**config.mk**
```make
export PLATFORM = sky130hd
export DESIGN_NAME = noc_input_buffer
export DESIGN_NICKNAME = d
export VERILOG_FILES = /design/src/rtl/noc_input_buffer.sv
export SDC_FILE = /design/constraint.sdc
export NUM_CORES = 1
export LEC_CHECK = 0
export BUFFER_PORTS_ARGS = -buffer_cell sky130_fd_sc_hd__buf_2
export CAP_MARGIN = 20
export CELL_PAD_IN_SITES_DETAIL_PLACEMENT = 2
export CELL_PAD_IN_SITES_GLOBAL_PLACEMENT = 2
export CORE_MARGIN = 4
export CORE_UTILIZATION = 45
export DETAILED_ROUTE_END_ITERATION = 16
export PLACE_DENSITY = 0.88
export SLEW_MARGIN = 20
export SYNTH_ARGS = -nofsm -noshare
export SYNTH_HDL_FRONTEND = slang
export SYNTH_SLANG_ARGS = --single-unit
export TNS_END_PERCENT = 30
```
**constraint.sdc**
```tcl
create_clock -name clk -period 7 [get_ports clk]
set_clock_uncertainty 0.2 [all_clocks]
set_input_delay 1.4 -clock clk [delete_from_list [all_inputs] [get_ports clk]]
set_output_delay 1.4 -clock clk [all_outputs]
set_load 0.005 [all_outputs]
```
**src/rtl/noc_input_buffer.sv**
```systemverilog
// Per-port router input FIFO with head-of-queue arbiter interface and write-side packet framing check.
// Optional framing FSM and sticky error flag are enabled by defining NOC_INBUF_FRAMECHK_EN.
module noc_input_buffer #(
    parameter int DEPTH      = 8,
    parameter int DATA_WIDTH = 32
) (
    input  logic                    clk,
    input  logic                    rst,
    input  logic                    in_valid,
    input  logic [2:0]              in_flit_id,
    input  logic [DATA_WIDTH-1:0]   in_data,
    output logic                    full,
    input  logic                    grant,
    output logic                    req,
    output logic [2:0]              flit_id,
    output logic [11:0]             length,
    output logic [DATA_WIDTH-1:0]   out_data,
    output logic                    err,
    output logic [$clog2(DEPTH):0]  count
);

    localparam int PTR_W = $clog2(DEPTH);
    localparam int CNT_W = PTR_W + 1;

    localparam logic [2:0] ID_HEAD = 3'b001;
    localparam logic [2:0] ID_BODY = 3'b010;
    localparam logic [2:0] ID_TAIL = 3'b100;

    logic [DATA_WIDTH-1:0] data_mem [DEPTH];
    logic [2:0]            id_mem   [DEPTH];

    logic [PTR_W-1:0] wr_ptr_q, wr_ptr_d;
    logic [PTR_W-1:0] rd_ptr_q, rd_ptr_d;
    logic [CNT_W-1:0] count_q, count_d;
    logic             full_q, full_d;
    logic [11:0]      len_q, len_d;

    logic frame_ok;
    logic accept;
    logic pop;
    logic head_is_hdr;

`ifdef NOC_INBUF_FRAMECHK_EN
    typedef enum logic {
        WR_IDLE,
        WR_PKT
    } wr_state_e;

    wr_state_e state_q, state_d;
    logic      err_q, err_d;

    always_ff @(posedge clk or negedge rst) begin
        if (!rst) begin
            state_q <= WR_IDLE;
            err_q   <= 1'b0;
        end else begin
            state_q <= state_d;
            err_q   <= err_d;
        end
    end

    // Flits turned away by a full FIFO are not judged, so they neither move the FSM nor flag an error.
    always_comb begin
        state_d  = state_q;
        err_d    = err_q;
        frame_ok = 1'b0;
        if (in_valid && !full_q) begin
            case (state_q)
                WR_IDLE: begin
                    if (in_flit_id == ID_HEAD) begin
                        frame_ok = 1'b1;
                        state_d  = WR_PKT;
                    end else begin
                        err_d = 1'b1;
                    end
                end
                WR_PKT: begin
                    if (in_flit_id == ID_BODY) begin
                        frame_ok = 1'b1;
                    end else if (in_flit_id == ID_TAIL) begin
                        frame_ok = 1'b1;
                        state_d  = WR_IDLE;
                    end else begin
                        err_d = 1'b1;
                    end
                end
                default: begin
                    state_d = WR_IDLE;
                end
            endcase
        end
    end

    assign err = err_q;
`else
    assign frame_ok = 1'b1;
    assign err      = 1'b0;
`endif

    assign accept = in_valid && !full_q && frame_ok;
    assign req    = (count_q != '0);
    assign pop    = grant && req;

    assign flit_id     = req ? id_mem[rd_ptr_q]   : 3'b000;
    assign out_data    = req ? data_mem[rd_ptr_q] : '0;
    assign head_is_hdr = (flit_id == ID_HEAD);

    // A header at the head drives length directly so the arbiter timer sees it in the grant cycle.
    assign length = head_is_hdr ? out_data[11:0] : len_q;
    assign full   = full_q;
    assign count  = count_q;

    always_comb begin
        wr_ptr_d = wr_ptr_q;
        rd_ptr_d = rd_ptr_q;
        len_d    = len_q;
        if (accept) begin
            wr_ptr_d = wr_ptr_q + PTR_W'(1);
        end
        if (pop) begin
            rd_ptr_d = rd_ptr_q + PTR_W'(1);
            if (head_is_hdr) begin
                len_d = out_data[11:0];
            end
        end
        count_d = count_q + CNT_W'(accept) - CNT_W'(pop);
        full_d  = (count_d == CNT_W'(DEPTH));
    end

    always_ff @(posedge clk or negedge rst) begin
        if (!rst) begin
            wr_ptr_q <= '0;
            rd_ptr_q <= '0;
            count_q  <= '0;
            full_q   <= 1'b0;
            len_q    <= '0;
        end else begin
            wr_ptr_q <= wr_ptr_d;
            rd_ptr_q <= rd_ptr_d;
            count_q  <= count_d;
            full_q   <= full_d;
            len_q    <= len_d;
        end
    end

    always_ff @(posedge clk) begin
        if (accept) begin
            data_mem[wr_ptr_q] <= in_data;
            id_mem[wr_ptr_q]   <= in_flit_id;
        end
    end

endmodule

```
==> out/qor.csv, run 1 <==
metric;value;unit
Residual DRC;0;
drt wl/cell;30.6;um
final hold viol count;0;
number of I/O port buffers;91;
clk sinks;303;
Post-CTS Resized;0;
post-synthesis register bit count;303;
H-tree levels;2;
Setup TNS;0;ns
delay-heaviest family, CP;multiplexers;
area share of the largest cell type after synthesis;70.5;%
Vias;5744;
largest net degree at the start of global routing;73;
initial antenna violation count;6;
CP endpoint kind;output pin;
DRT Pass-1 Iters;5;
worst path bufs/invs;2;
Nets;704;
clock-pin slew on the worst setup and hold paths;0.06;ns
Leak;0.00493;uW
Mapped Cells;545;
DR top layer;met5;
area of the mapped netlist;11900;um^2
postcts setup bufs;0;
Die Width;171;um
1st-iter DRT viols;443;
Routability Congestion;0.725;
flop2flop setup slack;3.43;ns
Ys Warns;0;
CTS Root Cell;clkbuf_16;
routed wl met3;1.58;mm
Synth cell types;29;
Worst-Margin Slew;1.09;ns
crit-path max cell delay;0.85;ns
Rel. slew slack;27.4;%
worst path cell trace;buf_4 -> mux4_2 -> mux2i_1 -> nor2_1 -> mux2_4 -> buf_2;
largest area contributor in the netlist;edfxtp_1;
CP max FO;40;
Layout Utilization;53.6;%
die height;171;um
CTS hold repair buffers;0;
power per cell area;456;nW/um^2
CP Class;register to output pin;
CTS tree;yes;
initial core utilization;45.8;%
total clock buffers created by CTS;35;
Worst EP required;5.40;ns
final slew viol count;0;
worst-path cell with the longest stage delay;dfrtp_4;
Clock Latency Late Sink;0.51;ns
vias per cell;5.65;
GRT Total Usage;21.9;%
Final Setup Violations;0;
core area;26100;um^2
met2 WL;16.7;mm
Syn Area/Cell;21.9;um^2
top post-synthesis cells by area;edfxtp_1 (71%), mux4_2 (13%), dfrtp_1 (4.8%);
layout cells sized above 1;38.5;%
fin crit share;75.4;%
Syn Nets;592;
first-pass GRT wire length;46.3;mm
vias in the first global route;6672;
fmax;190;MHz
status;finished, final reports clean;
crit path time final;5.27;ns
row count;59;
worst min path class;register to register;
max cap viols;0;
Final Non-Filler Cells;1017;
CTS max path bufs;3;
DP HPWL;18.1;mm
Antenna Nets Post-Route;0;
area of the die;29200;um^2
RSZ-0062 raised after global routing;false;
I/O Pins;93;
final wirelength;31.1;mm
Overflow after GRT;0;
Seq/Total Area, Yosys;75.3;%
met1 WL;12.1;mm
total power;6370;uW
CP startpoint kind;register;
Crit path arrival time;3.67;ns
cell count after placement;955;
Peak VDD IR;0.264;mV
P&R area growth vs syn;17.1;%
-- stage by stage --
step / worst slack (ns) / hold slack, ns / area (um^2)
after floorplan: 2.04 / 0.257 / 11900
after global placement: 2.41 / 0.280 / 12800
after detailed placement: 2.22 / 0.303 / 12800
after CTS: 1.63 / 0.331 / 14000
after global routing: 1.48 / 0.345 / 14000
final: 1.73 / 0.329 / 14000
-- layer usage --
layer	vias up	global-route usage, %
met5	-	0
met4	12	6.22
met3	64	4.67
met2	161	39.4
met1	3067	27.0
li1	2440	-
-- worst paths after layout --
kind                             startpoint     endpoint  cells after the start
worst min-delay path               len_q[0]     len_q[0]                      1
min in group asynchronous               rst     len_q[4]                      1
worst min register to register     len_q[0]     len_q[0]                      1
max in group asynchronous               rst  rd_ptr_q[0]                      1
worst max-delay path            rd_ptr_q[0]    length[9]                      6
worst max register to register     count[2]         full                     12
-- report_power, final --
| part | switching [uW] | internal [uW] | total, uW |
|---|---|---|---|
| Clock | 712 | 1130 | 1840 |
| Sequential | 279 | 2300 | 2580 |
| Combinational | 986 | 960 | 1950 |
| Total | 1980 | 4390 | 6370 |
-- sequential cells by signal (all words and copies together) (netlist names) --
signal / count
count: 4
rd_ptr_q: 3
wr_ptr_q: 3
data_mem: 256
id_mem: 24
full: 1
len_q: 12
-- cell families (layout without fill, tap and decap cells) --
family          count (synthesis)  in the layout  share of synthesized area (%)
buf+inv                        36            172                           1.53
fa+ha+maj                       8              8                          0.902
other cells                     1              2                         0.0315
simple gates                   56             56                           2.25
compound gates                  4              4                          0.252
flops                         303            303                           75.3
mux                           131            131                           19.2
xor+xnor                        6              6                          0.441
-- area by class of cell --
class,count,area (um^2)
Clock inverter,20,236
Multi-Input combinational cell,206,2820
Tap cell,335,419
Timing Repair Buffer,102,538
Clock buffer,41,920
Sequential cell,303,8990
Fill cell,2206,12100
Inverter,9,33.8
Antenna cell,1,2.50
-- synthesized netlist by cell type --
cell type / number
a21o_1: 1
a21oi_1: 1
and4bb_1: 1
buf_1: 2
buf_2: 11
buf_4: 3
buf_6: 3
clkbuf_1: 8
conb_1: 1
dfrtp_1: 23
edfxtp_1: 280
fa_1: 1
ha_1: 7
inv_1: 9
mux2_2: 6
mux2_4: 20
mux2i_1: 35
mux4_2: 70
nand2_1: 4
nand2b_1: 3
nor2_1: 41
nor2b_1: 2
nor3_1: 2
nor3b_2: 1
nor4b_1: 1
nor4b_4: 1
o21ai_2: 2
xnor2_1: 3
xor2_1: 3
-- cell usage in the layout, fill, tap and decap left out, types with 4 or more instances in the layout --
master / count
edfxtp_1: 280
buf_2: 91
mux4_2: 70
clkbuf_16: 36
mux2i_1: 35
nor2_1: 35
mux2_4: 20
dfrtp_1: 20
buf_4: 11
inv_1: 9
ha_1: 7
clkinv_1: 7
mux2_2: 6
nor2_4: 6
bufinv_16: 5
clkbuf_1: 5
nand2_1: 4
clkinv_2: 4
Power figures use the tool's default switching activity.
==> inputs of run 2 (changes only) <==
==> constraint.sdc (replaced) <==
create_clock -name clk -period 5.52 [get_ports clk]
set_clock_uncertainty 0.2 [all_clocks]
set_input_delay 1.104 -clock clk [delete_from_list [all_inputs] [get_ports clk]]
set_output_delay 1.104 -clock clk [all_outputs]
set_load 0.005 [all_outputs]
==> run 2 against run 1 <==
Net effect: final cell count is 0.20% higher; clock-buffer cell count is 7 higher; first-iteration DRC count is 9.7% lower; largest power group unchanged; critical endpoint is now length[5]; combinational power is 32% higher; cell area is 0.31% lower; sequential share of layout area is 0.20 points higher.
==> out/qor.csv, run 2 (synthesized netlist as in run 1, its figures left out) <==
metric;value;unit;change
P&R area growth vs syn;16.7;%;
Hold Crit Start;len_q[4];;
Die Width;171;um;unchanged
number of flip-flops in the largest register;256;;unchanged
Clock Latency Late Sink;0.51;ns;about the same
core area;26100;um^2;unchanged
Nets;705;;+0.14%
DP HPWL;18.6;mm;+2.8%
worst path bufs/invs;2;;unchanged
clock-pin slew on the worst setup and hold paths;0.06;ns;about the same
Top reg by flops;data_mem;;
die height;171;um;unchanged
R2R Path End;full;;
CTS max path bufs;3;;unchanged
Setup TNS;0;ns;unchanged
Layout Utilization;53.4;%;-0.17 points
RSZ-0062 raised after global routing;false;;
CP startpoint kind;register;;
I/O Pins;93;;unchanged
CTS hold repair buffers;0;;unchanged
crit-path max cell delay;0.65;ns;-0.20 ns
H-tree levels;2;;unchanged
met1 WL;11.5;mm;-5.0%
Hold Path End;len_q[4];;
Antenna Nets Post-Route;0;;unchanged
first-pass GRT wire length;44.9;mm;-3.1%
hold path cells;1;;unchanged
Leak;0.00491;uW;-0.32%
CTS Root Cell;clkbuf_16;;
Vias;5740;;-0.070%
leading cell type in the layout, fill and taps excluded;edfxtp_1;;
CP Class;register to output pin;;
postcts setup bufs;0;;unchanged
final hold viol count;0;;unchanged
CP max FO;24;;-40%
final wirelength;30.1;mm;-3.3%
fin crit share;86.3;%;
Worst R2R Start;count[2];;
commonest non-fill, non-tap cells in the layout;edfxtp_1 (280), buf_2 (91), mux4_2 (70), clkbuf_16 (37);;
worst min path class;register to register;;
largest net degree at the start of global routing;65;;-11%
initial core utilization;45.8;%;unchanged
met2 WL;16.4;mm;-1.7%
Routability Congestion;0.749;;+3.2%
fmax;210;MHz;
CTS tree;yes;;
area of the die;29200;um^2;unchanged
Worst-Margin Slew;1.01;ns;-0.0823 ns
Crit path arrival time;3.46;ns;-0.21 ns
post-route worst setup slack;0.754;ns;-0.971 ns
DRT Pass-1 Iters;6;;+1
vias per cell;5.63;;-0.27%
DR top layer;met5;;
vias in the first global route;6531;;-2.1%
delay-heaviest family, CP;multiplexers;;
Peak VDD IR;0.389;mV;+47%
pre-CTS WS;1.26;ns;-0.964 ns
clk sinks;303;;unchanged
Largest regs;data_mem x256, id_mem x24, len_q x12;;
flop2flop setup slack;1.84;ns;-1.59 ns
power per cell area;570;nW/um^2;+25%
crit path time final;4.77;ns;
GRT Total Usage;21.1;%;-0.81 points
1st-iter DRT viols;400;;-9.7%
Rel. slew slack;32.8;%;+5.4 points
final slew viol count;0;;unchanged
Overflow after GRT;0;;unchanged
CP endpoint kind;output pin;;
routed wl met3;1.69;mm;+7.0%
Final Non-Filler Cells;1019;;+0.20%
depth of the most critical reg-to-reg path;11;;-1
cell count after placement;957;;+0.21%
Residual DRC;0;;unchanged
Post-CTS Resized;0;;unchanged
initial antenna violation count;2;;-4
number of I/O port buffers;91;;unchanged
worst path cell trace;buf_4 -> mux4_2 -> nor4b_4 -> o21ai_2 -> mux2_4 -> buf_2;;
Final Setup Violations;0;;unchanged
# diodes;0;;-1
total clock buffers created by CTS;34;;-2.9%
worst-path cell with the longest stage delay;dfrtp_4;;
row count;59;;unchanged
drt wl/cell;29.5;um;-3.5%
status;finished, final reports clean;;
Worst EP required;4.22;ns;-1.18 ns
max cap viols;0;;unchanged
layout cells sized above 1;38.2;%;-0.31 points
[run 2: how the worst max path moves through the flow]
stage / start / end / slack, ns / cells past startpoint
floorplan: in_valid / data_mem[4][0] / 0.85 / 3
global placement: rd_ptr_q[0] / length[3] / 1.34 / 6
detailed placement: rd_ptr_q[0] / length[10] / 1.26 / 6
CTS: rd_ptr_q[0] / length[5] / 0.68 / 6
global route: rd_ptr_q[0] / length[5] / 0.56 / 6
finish: rd_ptr_q[0] / length[5] / 0.75 / 6
[run 2: metal layers]
metal | GRT usage (%) | vias up
li1 | - | 2444
met1 | 26.1 | 3067
met2 | 39.0 | 177
met3 | 4.14 | 48
met4 | 4.10 | 4
met5 | 0 | -
[run 2: final cells by class]
class	instances	area (um^2)
Fill cell	2221	12100
Sequential cell	303	8990
Multi-Input combinational cell	206	2820
Clock buffer	48	977
Timing Repair Buffer	104	553
Tap cell	335	419
Clock inverter	14	123
Inverter	9	33.8
[run 2: stage by stage]
| stage | power, uW | instance area (um^2) | hold slack, ns |
|---|---|---|---|
| 2_1_floorplan | 4790 | 11900 | 0.257 |
| 3_3_place_gp | 5580 | 12800 | 0.281 |
| 3_5_place_dp | 5800 | 12800 | 0.296 |
| 4_1_cts | 8070 | 13900 | 0.314 |
| 5_1_grt | 8350 | 13900 | 0.334 |
| 6_report | 7930 | 13900 | 0.316 |
[run 2: where the power goes]
group / internal [uW] / switching (uW) / total [uW]
Clock: 1330 / 898 / 2230
Sequential: 2920 / 211 / 3130
Combinational: 1220 / 1350 / 2570
Total: 5470 / 2460 / 7930
[run 2: worst reg2reg max path: stages, from the launching register on]
cell,delay [ns]
dfrtp_1,0.37
inv_1,0.09
ha_1,0.17
nor3b_4,0.82
nor2b_1,0.38
ha_1,0.38
inv_1,0.06
ha_1,0.15
inv_1,0.06
fa_1,0.51
inv_1,0.06
nor4b_1,0.33
